### src/rtl/i2c_xfer_ctrl.sv
// Transfer controller in front of the I2C byte master. Launches one host command
// at a time, feeds write data from a TX FIFO and collects read data into an RX FIFO.
module i2c_xfer_ctrl #(
  parameter int FIFO_AW = 4
) (
  input  logic               clock_i,
  input  logic               rstn_i,
  input  logic               cmd_valid_i,
  output logic               cmd_ready_o,
  input  logic               cmd_rw_i,
  input  logic               cmd_ur_i,
  input  logic [6:0]         cmd_devadr_i,
  input  logic [7:0]         cmd_regadr_i,
  input  logic [15:0]        cmd_len_i,
  input  logic               tx_wr_i,
  input  logic [7:0]         tx_wdat_i,
  output logic               tx_full_o,
  output logic [FIFO_AW:0]   tx_level_o,
  input  logic               rx_rd_i,
  output logic [7:0]         rx_rdat_o,
  output logic               rx_empty_o,
  output logic [FIFO_AW:0]   rx_level_o,
  output logic               done_o,
  output logic               err_short_o,
  output logic               err_unf_o,
  output logic               err_ovf_o,
  output logic               err_len_o,
  output logic               m_enable_o,
  output logic               m_rw_o,
  output logic               m_ur_o,
  output logic [6:0]         m_devadr_o,
  output logic [7:0]         m_regadr_o,
  output logic [15:0]        m_datnum_o,
  output logic [7:0]         m_dat_o,
  input  logic [7:0]         m_dat_i,
  input  logic               m_busy_i,
  input  logic               m_dvalid_i,
  input  logic               m_newdat_i
);
  localparam int DEPTH = 1 << FIFO_AW;
  localparam logic [FIFO_AW:0] PTR_ONE = 1;

  typedef enum logic [1:0] {IDLE, LAUNCH, RUN, FINISH} state_e;
  state_e state_q, state_d;

  logic        rw_q, ur_q;
  logic [6:0]  devadr_q;
  logic [7:0]  regadr_q;
  logic [15:0] len_q;
  logic [15:0] cnt_q, cnt_d;
  logic        short_q, short_d, unf_q, unf_d, ovf_q, ovf_d, elen_q, elen_d;
  logic        done_q, done_d;
  logic        newdat_q, dvalid_q, busy_q;

  logic accept, in_run, wr_strobe, rd_strobe, busy_fall;

  logic [7:0]       tx_mem_q [DEPTH];
  logic [FIFO_AW:0] tx_wp_q, tx_rp_q;
  logic             tx_empty, tx_full, tx_push, tx_pop;

  logic [7:0]       rx_mem_q [DEPTH];
  logic [FIFO_AW:0] rx_wp_q, rx_rp_q;
  logic             rx_empty, rx_full, rx_push, rx_pop;

  assign accept    = cmd_valid_i && (state_q == IDLE);
  assign in_run    = (state_q == RUN);
  assign wr_strobe = in_run && !rw_q && m_newdat_i && !newdat_q;
  assign rd_strobe = in_run && rw_q && m_dvalid_i && !dvalid_q;
  assign busy_fall = busy_q && !m_busy_i;

  // TX FIFO: host pushes, master strobes pop; pop on empty leaves the head stale
  assign tx_level_o = tx_wp_q - tx_rp_q;
  assign tx_empty   = (tx_wp_q == tx_rp_q);
  assign tx_full    = tx_level_o[FIFO_AW];
  assign tx_push    = tx_wr_i && !tx_full;
  assign tx_pop     = wr_strobe && !tx_empty;
  assign tx_full_o  = tx_full;
  assign m_dat_o    = tx_mem_q[tx_rp_q[FIFO_AW-1:0]];

  always_ff @(posedge clock_i or negedge rstn_i) begin
    if (!rstn_i) begin
      for (int i = 0; i < DEPTH; i++) tx_mem_q[i] <= '0;
      tx_wp_q <= '0;
      tx_rp_q <= '0;
    end else begin
      if (tx_push) begin
        tx_mem_q[tx_wp_q[FIFO_AW-1:0]] <= tx_wdat_i;
        tx_wp_q <= tx_wp_q + PTR_ONE;
      end
      if (tx_pop) tx_rp_q <= tx_rp_q + PTR_ONE;
    end
  end

  // RX FIFO: master strobes push (dropped when full), host pops
  assign rx_level_o = rx_wp_q - rx_rp_q;
  assign rx_empty   = (rx_wp_q == rx_rp_q);
  assign rx_full    = rx_level_o[FIFO_AW];
  assign rx_push    = rd_strobe && !rx_full;
  assign rx_pop     = rx_rd_i && !rx_empty;
  assign rx_empty_o = rx_empty;
  assign rx_rdat_o  = rx_mem_q[rx_rp_q[FIFO_AW-1:0]];

  always_ff @(posedge clock_i or negedge rstn_i) begin
    if (!rstn_i) begin
      for (int i = 0; i < DEPTH; i++) rx_mem_q[i] <= '0;
      rx_wp_q <= '0;
      rx_rp_q <= '0;
    end else begin
      if (rx_push) begin
        rx_mem_q[rx_wp_q[FIFO_AW-1:0]] <= m_dat_i;
        rx_wp_q <= rx_wp_q + PTR_ONE;
      end
      if (rx_pop) rx_rp_q <= rx_rp_q + PTR_ONE;
    end
  end

  always_ff @(posedge clock_i or negedge rstn_i) begin
    if (!rstn_i) begin
      rw_q     <= 1'b0;
      ur_q     <= 1'b0;
      devadr_q <= '0;
      regadr_q <= '0;
      len_q    <= '0;
    end else if (accept) begin
      rw_q     <= cmd_rw_i;
      ur_q     <= cmd_ur_i;
      devadr_q <= cmd_devadr_i;
      regadr_q <= cmd_regadr_i;
      len_q    <= cmd_len_i;
    end
  end

  always_ff @(posedge clock_i or negedge rstn_i) begin
    if (!rstn_i) begin
      state_q  <= IDLE;
      cnt_q    <= '0;
      short_q  <= 1'b0;
      unf_q    <= 1'b0;
      ovf_q    <= 1'b0;
      elen_q   <= 1'b0;
      done_q   <= 1'b0;
      newdat_q <= 1'b0;
      dvalid_q <= 1'b0;
      busy_q   <= 1'b0;
    end else begin
      state_q  <= state_d;
      cnt_q    <= cnt_d;
      short_q  <= short_d;
      unf_q    <= unf_d;
      ovf_q    <= ovf_d;
      elen_q   <= elen_d;
      done_q   <= done_d;
      newdat_q <= m_newdat_i;
      dvalid_q <= m_dvalid_i;
      busy_q   <= m_busy_i;
    end
  end

  always_comb begin
    state_d = state_q;
    cnt_d   = cnt_q;
    short_d = short_q;
    unf_d   = unf_q;
    ovf_d   = ovf_q;
    elen_d  = elen_q;
    done_d  = (state_q == FINISH) && !done_q;
    case (state_q)
      IDLE: begin
        if (accept) begin
          cnt_d   = '0;
          short_d = 1'b0;
          unf_d   = 1'b0;
          ovf_d   = 1'b0;
          elen_d  = (cmd_len_i == '0);
          state_d = (cmd_len_i == '0) ? FINISH : LAUNCH;
        end
      end
      LAUNCH: if (m_enable_o && m_busy_i) state_d = RUN;
      RUN: begin
        if ((wr_strobe || rd_strobe) && cnt_q != 16'hFFFF) cnt_d = cnt_q + 16'd1;
        if (wr_strobe && tx_empty) unf_d = 1'b1;
        if (rd_strobe && rx_full)  ovf_d = 1'b1;
        // a NACK on address or a middle byte ends the transfer early
        if (busy_fall) begin
          state_d = FINISH;
          if (cnt_d < len_q) short_d = 1'b1;
        end
      end
      FINISH: if (done_q) state_d = IDLE;
      default: state_d = IDLE;
    endcase
  end

  // writes hold off enable until there is something for the master to send
  assign m_enable_o  = (state_q == LAUNCH) && (rw_q || !tx_empty);
  assign cmd_ready_o = (state_q == IDLE);
  assign done_o      = done_q;
  assign err_short_o = short_q;
  assign err_unf_o   = unf_q;
  assign err_ovf_o   = ovf_q;
  assign err_len_o   = elen_q;
  assign m_rw_o      = rw_q;
  assign m_ur_o      = ur_q;
  assign m_devadr_o  = devadr_q;
  assign m_regadr_o  = regadr_q;
  assign m_datnum_o  = len_q;

endmodule

### config.mk
export PLATFORM = sky130hd
export DESIGN_NAME = i2c_xfer_ctrl
export DESIGN_NICKNAME = d
export VERILOG_FILES = /design/src/rtl/i2c_xfer_ctrl.sv
export SDC_FILE = /design/constraint.sdc
export NUM_CORES = 1
export LEC_CHECK = 0
export CORE_UTILIZATION = 59
export CTS_CLUSTER_SIZE = 25
export DETAILED_ROUTE_END_ITERATION = 7
export GPL_TIMING_DRIVEN = 0
export HOLD_SLACK_MARGIN = 0.1
export PLACE_DENSITY = 0.87
export SETUP_SLACK_MARGIN = 0.4
export SYNTH_ARGS = -nofsm -noshare
export SYNTH_HDL_FRONTEND = slang
export SYNTH_SLANG_ARGS = --single-unit
### constraint.sdc
create_clock -name clock_i -period 4.28 [get_ports clock_i]
set_input_delay 0.856 -clock clock_i [delete_from_list [all_inputs] [get_ports clock_i]]
set_output_delay 0.856 -clock clock_i [all_outputs]
set_load 0.03 [all_outputs]
==> key figures <==
Synth
  – Sequential area share after synthesis: 51.0%
  – Post-synth EDFFs: 0
  – Seq cells post-synth: 335
  – Top_reg_cell synth: dfrtp_1
  – Ys Warns: 0
  – Post-synth cell types: 68
  – Synthesized cell area: 0.0164 mm^2
  – Syn Area/Cell: 14.7 um^2
  – Asr flop ratio synth: 100%
  – Syn Inst Count: 1,121
  – Net Count, Synth: 1,218

Final layout
  – Diode count: 0
  – Share of post-route cells with drive strength above 1: 38.7%
  – Design area: 0.0194 mm^2
  – Layout area overhead: 18.0%
  – Commonest non-fill, non-tap cell in the layout: dfrtp_1
  – Layout Nets: 1,382
  – Commonest cells after routing, fill and taps aside: dfrtp_1 (335), mux2_2 (290), clkdlybuf4s50_1 (101), mux4_2 (80)
  – Sequential cell area: 0.00838 mm^2
  – Multi-input gate area: 0.00755 mm^2
  – Filler instances: 1,760

CTS
  – CTS max path bufs: 3
  – Clock Latency Late Sink: 520 ps
  – Root Buffer: clkbuf_16
  – CTS tree: yes
  – CTS Buf Count: 36
  – Setup repair bufs after CTS: 0
  – TritonCTS Sinks: 335
  – H-tree levels: 2
  – Post-cts hold buffer count: 0
  – Clock transition at the registers of the reported paths: 60 ps

Global routing
  – Gr ovfl total: 0
  – Initial antenna violation count: 0
  – Largest net degree at the start of global routing: 125
  – First-pass GRT wire length: 59,900 um
  – Vias in the first global route: 11.0k
  – Total GRT Usage: 27.2%

Placed design
  – DPL Wire Length: 24,700 um
  – Placed cell area: 0.0182 mm^2
  – IO Port Bufs: 124
  – Final Wtd Congestion: 0.840

STA
  – Max Freq: 268 MHz
  – Worst slew pin tran: 1010 ps
  – Hold WS: 327 ps
  – Slew HR: 31.8%
  – Fin Clk Skew: 28.1 ps
  – Final Cycle Share: 87.1%
  – Hold violation count in the final report: 0
  – RSZ-0062 raised after global routing: no
  – Setup violations, final: 0
  – Pins Over Slew Limit: 0
  – Min cycle time layout: 3730 ps

Floorplan
  – Die W: 169 um
  – Total core area: 0.0272 mm^2
  – Top-Level Pins: 125
  – Die area: 0.0285 mm^2
  – Row count: 60
  – Starting Density: 60.5%
  – Die height: 169 um

Setup path
  – Critical Setup Path Class: primary input to flop
  – Worst EP required: 4730 ps
  – Crit path largest cell delay: 540 ps
  – Delay-heaviest family, CP: compound AO/OA/AOI/OAI gates
  – Cell Chain, Critical Path: clkdlybuf4s50_1 -> and4bb_2 -> nor2_1 -> a21oi_1 -> nand2_1 -> xnor2_1 -> ha_1 -> a21oi_1 -> nor2_1 -> o31ai_1 -> o2111ai_1 -> a21oi_1 -> o22a_1
  – Crit. End Element: flop
  – CP most frequent cell: a21oi_1
  – CP max FO: 8
  – Slowest CP cell: a21oi_1
  – WP data arrival: 4180 ps
  – Crit path buf inv count: 1
  – Worst Setup Start Kind: primary input

Drt
  – Total Wirelength: 36,700 um
  – Wire per inst: 21.8 um
  – DRC Markers: 0
  – Routed vias/inst: 6.03
  – Vias: 10.1k
  – Number of DRC markers in iteration 0: 632
  – Drt pass-1 iters: 4
  – ANT nets after route: 0

Status
  – Status: finished, final reports clean

Pwr
  – PwrDens: 696 mW/mm^2
  – Leakage: 9.14 nW
  – Max IR drop VDD: 0.696 mV

Flow run
  – Max Cap Viol: 0

Min path
  – Min-delay worst type: primary input to asynchronous set/reset pin
power by group:
group          internal (mW)  switching (mW)  leakage, nW
Combinational           2.71            3.18         4.18
Sequential              4.04           0.550         4.41
Clock                   1.77            1.24        0.556
state kept, by name, summed over array words and instances (netlist names), 2 cells and up:
name,cells
cnt_q,16
m_datnum_o,16
m_devadr_o,7
m_regadr_o,8
rx_mem_q,128
rx_rp_q,5
rx_wp_q,5
state_q,2
tx_mem_q,128
tx_rp_q,5
tx_wp_q,5
metrics by stage:
step,util (%),total power [mW],setup WS (ps),std cells,setup TNS (ps)
2_1_floorplan,-,8.51,1200,1121,0
3_3_place_gp,66.8,10.3,-11820,1617,-3941870
3_5_place_dp,67.0,10.5,130,1619,0
4_1_cts,71.3,13.6,278,1680,0
5_1_grt,71.4,14.1,419,1680,0
6_report,71.4,13.5,551,1680,0
worst register-to-register path, cell delays in order (launching register included):
cell	delay, ps
dfrtp_1	420
inv_1	100
ha_1	150
buf_4	150
and4b_1	370
nor2_1	130
a21oi_1	540
nand2_1	210
xnor2_1	280
ha_1	290
a21oi_1	150
nor2_1	60
o31ai_1	250
o2111ai_1	200
a21oi_1	200
o22a_1	160
logic make-up (layout without fill, tap and decap cells):
family                     after synthesis  after routing  share of synthesized area, %
muxes                                  371            371                          30.9
DFF                                    335            335                          51.0
and+or+nand+nor                        146            146                          6.73
buffers and inverters                  109            296                          3.09
AOI/OAI and AO/OA                       84             84                          3.26
adders and majority gates               40             40                          3.14
xor gates and xnor gates                36             36                          1.92
final timing paths:
| path | from | endpoint | slack (ps) | depth (start not counted) |
|---|---|---|---|---|
| setup / recovery | m_newdat_i | err_short_o$_DFFE_PN0P_ | 550 | 13 |
| min in group clock_i | done_o$_DFF_PN0_ | done_o$_DFF_PN0_ | 450 | 1 |
| hold reg to reg | done_o$_DFF_PN0_ | done_o$_DFF_PN0_ | 450 | 1 |
| setup reg to reg | state_q[0]$_DFFE_PN0P_ | err_short_o$_DFFE_PN0P_ | 570 | 15 |
| max in group asynchronous | rstn_i | tx_mem_q[122]$_DFFE_PN0P_ | 2350 | 3 |
| hold / removal | rstn_i | rx_mem_q[27]$_DFFE_PN0P_ | 330 | 1 |
final cells by class:
type / count / share of cell area [%]
clock inverter: 7 / 0.400
clock buffer: 54 / 5.46
multi-input combinational: 677 / 38.9
timing repair buffer: 126 / 6.65
buffer: 69 / 2.17
tap: 372 / 2.40
sequential: 335 / 43.2
inverter: 40 / 0.774
cell usage after synthesis (all sizes together) (2+ instances only):
library cell  number  area (um^2)
nor3               5         40.0
a21boi             4         33.8
ha                38          475
a21oi             19         95.1
inv               40          150
nand3             14         92.6
nor3b              7         52.6
nor4               6         67.6
nand4             15          145
buf               33          219
and2               2         13.8
xor2              11         96.3
o2111ai            2         23.8
mux4              80         1800
and3               5         31.3
a211oi             2         15.0
o21ai             26          134
o21a               2         16.3
fa                 2         40.0
a21o               5         37.5
xnor2             25          219
and4               4         40.0
o31ai              9         67.6
nor2              19         71.3
dfrtp            335         8380
nand4b            11          244
nor2b              6         37.5
and4b              6         61.3
clkbuf            36          139
mux2             290         3270
a31oi              8         50.1
nand2             41          169
repair_timing:
| action | 4_1_cts | 5_1_grt |
|---|---|---|
| resized for setup | 45 | 5 |
| endpoints found under the setup margin | 23 | 6 |
| pin swaps | 0 | 1 |
per-layer routing:
| layer | wire length (um) | GRT usage (%) | up-vias |
|---|---|---|---|
| met5 | 0 | 0 | - |
| met4 | 805 | 7.43 | 0 |
| met3 | 2060 | 4.77 | 63 |
| met2 | 18400 | 46.1 | 293 |
| met1 | 15400 | 36.3 | 5307 |
| li1 | - | - | 4475 |
Note: power is estimated with default switching activity, not from simulation.
